`config.mk`:
```
export PLATFORM = sky130hd
export DESIGN_NAME = expu_schraudolph
export DESIGN_NICKNAME = d
export VERILOG_FILES = /design/src/rtl/expu_pkg.sv /design/src/rtl/expu_fp2fixed.sv /design/src/rtl/expu_schraudolph.sv
export SDC_FILE = /design/constraint.sdc
export NUM_CORES = 1
export LEC_CHECK = 0
export ABC_AREA = 0
export CORE_UTILIZATION = 36
export CTS_BUF_LIST = sky130_fd_sc_hd__clkbuf_8 sky130_fd_sc_hd__clkbuf_16
export CTS_CLUSTER_DIAMETER = 120
export DETAILED_ROUTE_END_ITERATION = 8
export GPL_TIMING_DRIVEN = 0
export MAX_ROUTING_LAYER = met4
export PLACE_DENSITY = 0.6
export SLEW_MARGIN = 20
export SYNTH_ARGS = -nofsm -noshare
export SYNTH_HDL_FRONTEND = slang
export SYNTH_HIERARCHICAL = 1
export SYNTH_SLANG_ARGS = --single-unit
```
`constraint.sdc`:
```
create_clock -name clk_i -period 16.55 [get_ports clk_i]
set_input_delay 3.31 -clock clk_i [delete_from_list [all_inputs] [get_ports clk_i]]
set_output_delay 3.31 -clock clk_i [all_outputs]
set_load 0.005 [all_outputs]
```
`src/rtl/expu_pkg.sv`:
```
// Shared EXPU definitions: floating-point format parameters, the log2(e)
// constant, fixed-point width helpers and the operand class enum.
// No ports; imported by expu_schraudolph and expu_fp2fixed.
package expu_pkg;

  typedef enum logic [2:0] {FP32, FP64, FP16, FP8, FP16ALT} fp_format_e;

  typedef enum logic [1:0] {ZERO, NORMAL, INF, NAN} exp_class_e;

  function automatic int unsigned fp_exp_bits(input fp_format_e fmt);
    case (fmt)
      FP32:    return 8;
      FP64:    return 11;
      FP16:    return 5;
      FP8:     return 5;
      FP16ALT: return 8;
      default: return 8;
    endcase
  endfunction

  function automatic int unsigned fp_man_bits(input fp_format_e fmt);
    case (fmt)
      FP32:    return 23;
      FP64:    return 52;
      FP16:    return 10;
      FP8:     return 2;
      FP16ALT: return 7;
      default: return 7;
    endcase
  endfunction

  function automatic int unsigned fp_width(input fp_format_e fmt);
    return 1 + fp_exp_bits(fmt) + fp_man_bits(fmt);
  endfunction

  function automatic int unsigned fp_bias(input fp_format_e fmt);
    return (1 << (fp_exp_bits(fmt) - 1)) - 1;
  endfunction

  // int(1.4427 * 2^frac), computed in integers to stay synthesizable
  function automatic int unsigned log2e_const(input int unsigned frac);
    return int'((64'd14427 << frac) / 64'd10000);
  endfunction

  localparam int unsigned LOG2E = log2e_const(10);

  // Unsigned product width, Q2.(man+frac)
  function automatic int unsigned p_width(input int unsigned man, input int unsigned lf);
    return man + lf + 2;
  endfunction

  // Signed fixed-point y width, Q(int_bits+1).(man+frac)
  function automatic int unsigned f_width(input int unsigned int_bits, input int unsigned man,
                                          input int unsigned lf);
    return int_bits + 1 + man + lf;
  endfunction

endpackage

```
`src/rtl/expu_fp2fixed.sv`:
```
// Combinational conversion of the scaled mantissa product P (Q2.FRAC) and
// unbiased exponent E into signed fixed-point y = +-P*2^E.
// Ports: p (product), e (signed unbiased exponent), sign (operand sign),
//        f (signed Q(INT_BITS+1).FRAC result), ovf (|y| too large to represent).
module expu_fp2fixed
  import expu_pkg::*;
#(
  parameter int unsigned MANT_BITS      = 7,
  parameter int unsigned LOG2E_FRACTION = 10,
  parameter int unsigned INT_BITS       = 8,
  parameter int unsigned EXP_W          = 9
) (
  input  logic [p_width(MANT_BITS, LOG2E_FRACTION)-1:0]                  p,
  input  logic signed [EXP_W-1:0]                                        e,
  input  logic                                                           sign,
  output logic signed [f_width(INT_BITS, MANT_BITS, LOG2E_FRACTION)-1:0] f,
  output logic                                                           ovf
);

  localparam int unsigned FRAC = MANT_BITS + LOG2E_FRACTION;
  localparam int unsigned FW   = f_width(INT_BITS, MANT_BITS, LOG2E_FRACTION);
  localparam int          OVF_E = int'(INT_BITS) - 1;
  localparam int          MIN_E = -int'(FRAC + 2);

  logic [FW-1:0] mag;

  // Saturating shift; P < 4 so E <= INT_BITS-2 always fits the integer field
  always_comb begin
    mag = '0;
    ovf = 1'b0;
    if (int'(e) >= OVF_E) begin
      ovf = 1'b1;
    end else if (int'(e) < MIN_E) begin
      mag = '0;
    end else if (int'(e) >= 0) begin
      mag = FW'(p) << unsigned'(e);
    end else begin
      mag = FW'(p) >> unsigned'(EXP_W'(-e));
    end
  end

  assign f = sign ? -$signed(mag) : $signed(mag);

endmodule

```
`src/rtl/expu_schraudolph.sv`:
```
// Two-stage elastic Schraudolph exp(x) approximation: y = x*log2(e) in fixed
// point, floor(y) becomes the biased exponent and frac(y) the raw mantissa.
// Ports: clk_i, rst_i (sync, active-high), valid_i/ready_o/op_i (input side),
//        valid_o/ready_i/res_o (result side, res_o = {0, exp, mant}).
// Build option: EXPU_SCHRAUDOLPH_ROUND_EN rounds the mantissa to nearest
// (ties up) instead of truncating.
module expu_schraudolph
  import expu_pkg::*;
#(
  parameter fp_format_e  FPFORMAT       = FP16ALT,
  parameter int unsigned LOG2E_FRACTION = 10,
  parameter int unsigned INT_BITS       = fp_exp_bits(FPFORMAT)
) (
  input  logic                          clk_i,
  input  logic                          rst_i,
  input  logic                          valid_i,
  output logic                          ready_o,
  input  logic [fp_width(FPFORMAT)-1:0] op_i,
  output logic                          valid_o,
  input  logic                          ready_i,
  output logic [fp_width(FPFORMAT)-1:0] res_o
);

  localparam int unsigned WIDTH = fp_width(FPFORMAT);
  localparam int unsigned EB    = fp_exp_bits(FPFORMAT);
  localparam int unsigned MB    = fp_man_bits(FPFORMAT);
  localparam int unsigned BIAS  = fp_bias(FPFORMAT);
  localparam int unsigned LOG2E_C = log2e_const(LOG2E_FRACTION);
  localparam int unsigned FRAC  = MB + LOG2E_FRACTION;
  localparam int unsigned PW    = p_width(MB, LOG2E_FRACTION);
  localparam int unsigned FW    = f_width(INT_BITS, MB, LOG2E_FRACTION);
  localparam int unsigned EW    = EB + 1;
  localparam int unsigned EVW   = ((INT_BITS > EB) ? INT_BITS : EB) + 3;
  localparam logic signed [EVW-1:0] EV_BIAS = EVW'(BIAS);
  localparam logic signed [EVW-1:0] EV_MAX  = EVW'((1 << EB) - 1);

  localparam logic [WIDTH-1:0] RES_NAN  = {1'b0, {EB{1'b1}}, 1'b1, {(MB-1){1'b0}}};
  localparam logic [WIDTH-1:0] RES_INF  = {1'b0, {EB{1'b1}}, {MB{1'b0}}};
  localparam logic [WIDTH-1:0] RES_ZERO = '0;
  localparam logic [WIDTH-1:0] RES_ONE  = {1'b0, EB'(BIAS), {MB{1'b0}}};

  // Handshake
  logic v1, v2, en1, en2;
  assign en2     = ready_i | ~v2;
  assign en1     = ~v1 | en2;
  assign ready_o = en1;
  assign valid_o = v2;

  // Stage 1: classify operand and scale mantissa by log2(e)
  logic               op_sign;
  logic [EB-1:0]      op_exp;
  logic [MB-1:0]      op_man;
  exp_class_e         cls_d, cls_q;
  logic [PW-1:0]      p_d, p_q;
  logic signed [EW-1:0] e_d, e_q;
  logic               s_q;

  assign op_sign = op_i[WIDTH-1];
  assign op_exp  = op_i[WIDTH-2 -: EB];
  assign op_man  = op_i[MB-1:0];
  assign p_d     = PW'({1'b1, op_man}) * PW'(LOG2E_C);
  assign e_d     = $signed(EW'(op_exp)) - $signed(EW'(BIAS));

  always_comb begin
    cls_d = NORMAL;
    if (op_exp == '0)               cls_d = ZERO;
    else if (op_exp == {EB{1'b1}})  cls_d = (op_man == '0) ? INF : NAN;
  end

  // Stage 2: fixed-point y, exponent/mantissa split, special-case selection
  logic signed [FW-1:0]  f;
  logic                  ovf;
  logic signed [EVW-1:0] ev;
  logic [MB-1:0]         mant;
  logic [WIDTH-1:0]      res_d;

  expu_fp2fixed #(
    .MANT_BITS     (MB),
    .LOG2E_FRACTION(LOG2E_FRACTION),
    .INT_BITS      (INT_BITS),
    .EXP_W         (EW)
  ) u_fp2fixed (
    .p   (p_q),
    .e   (e_q),
    .sign(s_q),
    .f   (f),
    .ovf (ovf)
  );

`ifdef EXPU_SCHRAUDOLPH_ROUND_EN
  // Round half up on the first discarded fraction bit; carry bumps exponent
  logic          man_carry;
  logic [MB-1:0] man_rnd;
  assign {man_carry, man_rnd} = {1'b0, f[FRAC-1 -: MB]} + (MB+1)'(f[FRAC-MB-1]);
  assign ev   = EVW'(f >>> FRAC) + EV_BIAS + $signed({{(EVW-1){1'b0}}, man_carry});
  assign mant = man_rnd;
`else
  assign ev   = EVW'(f >>> FRAC) + EV_BIAS;
  assign mant = f[FRAC-1 -: MB];
`endif

  always_comb begin
    res_d = {1'b0, ev[EB-1:0], mant};
    if (cls_q == NAN)                              res_d = RES_NAN;
    else if ((cls_q == INF || ovf) && !s_q)        res_d = RES_INF;
    else if ((cls_q == INF || ovf) && s_q)         res_d = RES_ZERO;
    else if (ev >= EV_MAX)                         res_d = RES_INF;
    else if (ev[EVW-1] || ev == '0)                res_d = RES_ZERO;
    else if (cls_q == ZERO)                        res_d = RES_ONE;
  end

  // Pipeline registers; data holds whenever its stage is not advancing
  always_ff @(posedge clk_i) begin
    if (rst_i) begin
      v1    <= 1'b0;
      v2    <= 1'b0;
      res_o <= '0;
      p_q   <= '0;
      e_q   <= '0;
      s_q   <= 1'b0;
      cls_q <= ZERO;
    end else begin
      if (en1) begin
        v1 <= valid_i;
        if (valid_i) begin
          p_q   <= p_d;
          e_q   <= e_d;
          s_q   <= op_sign;
          cls_q <= cls_d;
        end
      end
      if (en2) begin
        v2 <= v1;
        if (v1) res_o <= res_d;
      end
    end
  end

endmodule

```
==> results of run 1 <==
per-layer routing:
layer  global-route usage (%)  part of all wire [%]  vias to the layer above  wire length, um
met5                        -                     0                        -                0
met4                     5.50                   1.8                        0              352
met3                     2.13                   5.6                       30             1090
met2                     33.6                    46                      227             9000
met1                     28.3                    46                     3023             9040
li1                         -                     -                     3131                -
worst max-delay path by stage:
stage,startpoint,endpoint,slack (ns),depth (start not counted)
6_report,ready_i,ready_o,8.74,4
4_1_cts,ready_i,ready_o,8.73,4
3_5_place_dp,ready_i,ready_o,8.74,4
5_1_grt,ready_i,ready_o,8.66,4
3_3_place_gp,ready_i,ready_o,8.73,4
2_1_floorplan,ready_i,ready_o,9.67,2
cells in the final DEF (no fill, tap or decap), drive strengths merged, types with 11 or more instances in the layout:
master          n
inv            71
nor2           51
buf            29
fa             14
a211oi         17
a31oi          12
a21oi          63
dfxtp          48
o211ai         11
mux2i          43
o31ai          11
clkdlybuf4s50  36
clkbuf         24
nor3           16
xnor2          30
nand3          20
ha             58
nand2          83
mux4           23
o21ai          33
state kept, by name (all words and copies together), names as in the netlist:
signal and cells:
s_q 1, valid_o 1, res_o 15, cls_q 2, v1 1, p_q 19, e_q 9
power breakdown:
group	switching [W]	internal (W)
Sequential	0.0000241	0.000129
Clock	0.0000509	0.0000873
Combinational	0.000234	0.000176
final cells by class:
class / instances / area share, %
clock buffers: 5 / 1.64
inverters: 70 / 3.44
repair buffers: 36 / 4.72
clock inverters: 3 / 0.900
multi-input cells: 655 / 69.6
plain buffers: 48 / 3.42
well taps: 229 / 3.75
flip-flops and latches: 48 / 12.6
critical path, stage by stage:
cell	delay, ns
clkdlybuf4s50_1	0.41
nor2b_1	0.20
nand2_1	0.13
clkdlybuf4s50_1	0.46
metrics by stage:
stage / cells / util, % / hold WS, ns
2_1_floorplan: 821 / - / 0.448
3_3_place_gp: 1086 / 40.9 / 0.460
3_5_place_dp: 1086 / 40.9 / 0.467
4_1_cts: 1094 / 42.0 / 0.486
5_1_grt: 1094 / 42.0 / 0.494
6_report: 1094 / 42.0 / 0.479
==> impl_metrics.py, run 1 <==
metrics = {
    "layout": {
        "stdcell_area_um2": 7640,
        "antennaDiodeCount": 0,
        "regArea_um2": 961,
        "nNetsFinal": 956,
        "fill_cells": 1868,
        "drive_gt1_share_pct": 11.0,
        "multi_input_area_um2": 5320,
        "area.growth.synth_to_final_pct": 12.4,
    },
    "placement": {
        "dpl_worst_slack_ns": 8.74,
        "postPlaceCellArea_um2": 7450,
        "gp_congestion": 0.985,
        "portBuffers": 36,
        "hpwl_mm": 15.7,
    },
    "synth": {
        "syn_area_um2": 6800,
        "avgSynthCellArea_um2": 8.28,
        "synthCells": 821,
        "syn_nets": 913,
        "yosysWarnings": 6,
    },
    "route": {
        "drc_errors": 0,
        "postRouteAntennaNets": 0,
        "finalWirelength_mm": 19.5,
        "routedWlPerCell_um": 17.8,
        "vias": 6411,
        "drt_iter0_markers": 496,
        "via_per_inst": 5.86,
        "firstDrtPassIters": 5,
    },
    "clocking": {
        "cts_tree": "built",
        "cts_root_buf": "clkbuf_16",
        "clkTransAtPathRegs_ns": 0.07,
        "cts_resized": 0,
        "htreeDepth": 2,
        "cts_sinks": 48,
        "clock_latency_ns": 0.30,
        "clockBufferDepth": 2,
        "cts_buffers": 5,
        "postCtsSetupRepairBufs": 0,
        "holdBufCountCts": 0,
    },
    "power": {
        "power.density_nw_per_um2": 91.7,
        "leakagePower_nw": 3.04,
        "totalPowerFinal_w": 0.000700,
        "max-vdd-ir-drop_v": 0.0000561,
    },
    "grt": {
        "antenna_found_initial": 0,
        "grt_pass1_wl_mm": 31.9,
        "overflow": 0,
        "grt_pass1_vias": 5926,
        "grt_max_degree": 17,
        "grt.total_usage_pct": 21.1,
    },
    "die": {
        "start_util_pct": 37.4,
        "dieWidth_um": 139,
        "core_area_um2": 18200,
        "rows": 49,
        "die_area_um2": 19400,
        "die_y_um": 139,
        "pin_count": 38,
    },
    "job": {
        "maxCapViolCount": 0,
    },
    "timing": {
        "worst_slack_ns": 8.74,
        "final-max-slew-violation-count": 0,
        "period_needed_ns": 7.81,
        "fin_crit_sh_pct": 47.2,
        "setup_viol": 0,
        "fin_tns_setup_ns": 0,
        "final_hold_viol_count": 0,
        "max_freq_mhz": 128,
        "maxSlewHeadroom_pct": 28.9,
        "rsz0062_at_grt": "false",
        "fin_skew_ns": 0.00917,
        "tightest_slew_ns": 1.06,
    },
    "min_path": {
        "hold_depth": 1,
        "hp-start": "res_o[5]$_SDFFE_PP0P_",
        "hold_end": "res_o[5]$_SDFFE_PP0P_",
        "hold_class": "reg2reg",
    },
    "setup_path": {
        "crit_arrival_ns": 4.50,
        "reg2reg_slack_ns": 9.68,
        "worstReg2RegEnd": "res_o[2]$_SDFFE_PP0P_",
        "end_kind": "primary output",
        "crit_type": "in2out",
        "reg2reg_from": "e_q[0]$_SDFFE_PP0P_",
        "worstSetupStartpointType": "input pin",
        "cp_max_fo": 3,
        "ff2ff_path_depth": 28,
        "cp.required_ns": 13.24,
    },
    "status": {
        "status": "finished, final reports clean",
    },
}
(Power assumes the default switching activity.)
==> run 2, diff against run 1 <==
Settings changed: PLACE_DENSITY 0.6 to 0.61.
Clock period 16.55 ns to 6.5 ns, I/O delays scaled along.
==> run 2 against run 1 <==
- non-clock buffer count increased by 4
- combinational power increased to 2.6 times the previous value
- critical endpoint is now res_o[1]$_SDFFE_PP0P_
- sequential power increased to 2.5 times the previous value
- total power increased to 2.6 times the previous value
==> impl_metrics.py, run 2 (synthesis gave the netlist of run 1 again) <==
metrics = {
    "setup_path": {
        "cp.required_ns": 6.70,
        "crit_arrival_ns": 6.40,
        "worstSetupStartpointType": "flop",
        "cp_max_fo": 10,
        "crit_type": "reg2reg",
        "end_kind": "flop",
    },
    "die": {
        "core_area_um2": 18200,
        "die_y_um": 139,
        "dieWidth_um": 139,
        "die_area_um2": 19400,
        "pin_count": 38,
        "start_util_pct": 37.4,
        "rows": 49,
    },
    "layout": {
        "final_common_cell": "nand2_1",
        "largest_reg_flops": 19,
        "area.growth.synth_to_final_pct": 14.6,
        "nNetsFinal": 960,
        "antennaDiodeCount": 0,
        "regMostFlops": "p_q",
        "reg_top3": "p_q x19, res_o x15, e_q x9",
        "final_cell_mix": "nand2_1, inv_1, a21oi_1",
        "drive_gt1_share_pct": 13.0,
        "stdcell_area_um2": 7790,
    },
    "timing": {
        "maxSlewHeadroom_pct": 30.0,
        "tightest_slew_ns": 1.04,
        "final-max-slew-violation-count": 0,
        "setup_viol": 0,
        "fin_crit_sh_pct": 95.4,
        "fin_skew_ns": 0.00710,
        "max_freq_mhz": 161,
        "final_hold_viol_count": 0,
        "fin_tns_setup_ns": 0,
        "holdWs_ns": 0.477,
        "period_needed_ns": 6.20,
    },
    "power": {
        "leakagePower_nw": 3.10,
        "totalPowerFinal_w": 0.00179,
        "power.density_nw_per_um2": 230,
        "max-vdd-ir-drop_v": 0.000107,
    },
    "min_path": {
        "hold_class": "reg2reg",
    },
    "route": {
        "via_per_inst": 5.83,
        "finalWirelength_mm": 19.6,
        "drt_iter0_markers": 509,
        "firstDrtPassIters": 5,
        "routedWlPerCell_um": 17.9,
        "vias": 6398,
        "drc_errors": 0,
        "postRouteAntennaNets": 0,
    },
    "clocking": {
        "clockBufferDepth": 2,
        "cts_root_buf": "clkbuf_16",
        "htreeDepth": 2,
        "clock_latency_ns": 0.30,
        "cts_buffers": 5,
        "cts_tree": "built",
        "clkTransAtPathRegs_ns": 0.08,
        "cts_sinks": 48,
    },
    "placement": {
        "hpwl_mm": 15.7,
        "portBuffers": 36,
        "gp_congestion": 1.00,
        "postPlaceCellArea_um2": 7450,
    },
    "grt": {
        "grt_max_degree": 18,
        "overflow": 0,
        "grt.total_usage_pct": 21.3,
        "antenna_found_initial": 0,
        "grt_pass1_wl_mm": 32.2,
        "grt_pass1_vias": 6027,
    },
    "status": {
        "status": "finished, final reports clean",
    },
    "job": {
        "maxCapViolCount": 0,
    },
}
[run 2: worst max-delay path: stages (launching register included)]
cell      delay, ns
dfxtp_1        0.40
buf_6          0.19
inv_2          0.09
clkbuf_4       0.21
ha_1           0.29
clkbuf_4       0.21
buf_6          0.19
mux2i_1        0.35
mux4_2         0.35
nor2_1         0.05
a211oi_1       0.26
o22ai_1        0.15
inv_1          0.07
ha_1           0.13
inv_1          0.03
or4b_1         0.50
buf_2          0.17
o31ai_2        0.33
xnor2_2        0.17
inv_1          0.18
ha_4           0.20
or3b_4         0.42
nor4_4         0.33
nor3_4         0.09
a22oi_4        0.28
nor4_4         0.08
buf_4          0.17
a22o_1         0.17
[run 2: final cells by class]
| cell class | instances | area (um^2) |
|---|---|---|
| Buffer | 48 | 275 |
| Tap cell | 229 | 287 |
| Multi-Input combinational cell | 655 | 5440 |
| Timing Repair Buffer | 40 | 390 |
| Clock inverter | 3 | 50.0 |
| Fill cell | 1841 | 10400 |
| Clock buffer | 5 | 125 |
| Sequential cell | 48 | 961 |
| Inverter | 70 | 263 |
[run 2: repair_timing]
action,4_1_cts,5_1_grt
gates resized for setup,7,20
pin swaps,2,3
buffers inserted,1,3
hold buffers,0,0
setup endpoints to repair,15,15
[run 2: report_power, final]
part | switching [W] | leakage (nW) | internal [W] | total (W)
registers | 0.0000612 | 0.395 | 0.000328 | 0.000389
logic | 0.000614 | 2.62 | 0.000469 | 0.00108
clock network | 0.000131 | 0.0863 | 0.000186 | 0.000317
total | 0.000806 | 3.10 | 0.000983 | 0.00179
[run 2: routing by layer]
layer	track usage (%)	up-vias	routed length, um
li1	-	3137	-
met4	6.73	0	524
met3	3.44	35	1310
met2	33.1	206	8920
met1	28.1	3020	8860
met5	-	-	0
[run 2: final timing paths]
| kind | start | slack, ns | end | cells past startpoint |
|---|---|---|---|---|
| setup / recovery | e_q[0]$_SDFFE_PP0P_ | 0.30 | res_o[1]$_SDFFE_PP0P_ | 27 |
| hold / removal | res_o[5]$_SDFFE_PP0P_ | 0.48 | res_o[5]$_SDFFE_PP0P_ | 1 |
| setup reg to reg | e_q[0]$_SDFFE_PP0P_ | 0.30 | res_o[1]$_SDFFE_PP0P_ | 27 |
| hold reg to reg | res_o[5]$_SDFFE_PP0P_ | 0.48 | res_o[5]$_SDFFE_PP0P_ | 1 |
[run 2: metrics by stage]
stage	setup slack (ns)	cells	util, %
6_report	0.302	1098	42.8
5_1_grt	-0.0514	1098	42.8
2_1_floorplan	0.728	821	-
4_1_cts	0.0151	1095	42.1
3_5_place_dp	-0.248	1086	40.9
3_3_place_gp	-0.241	1086	40.9
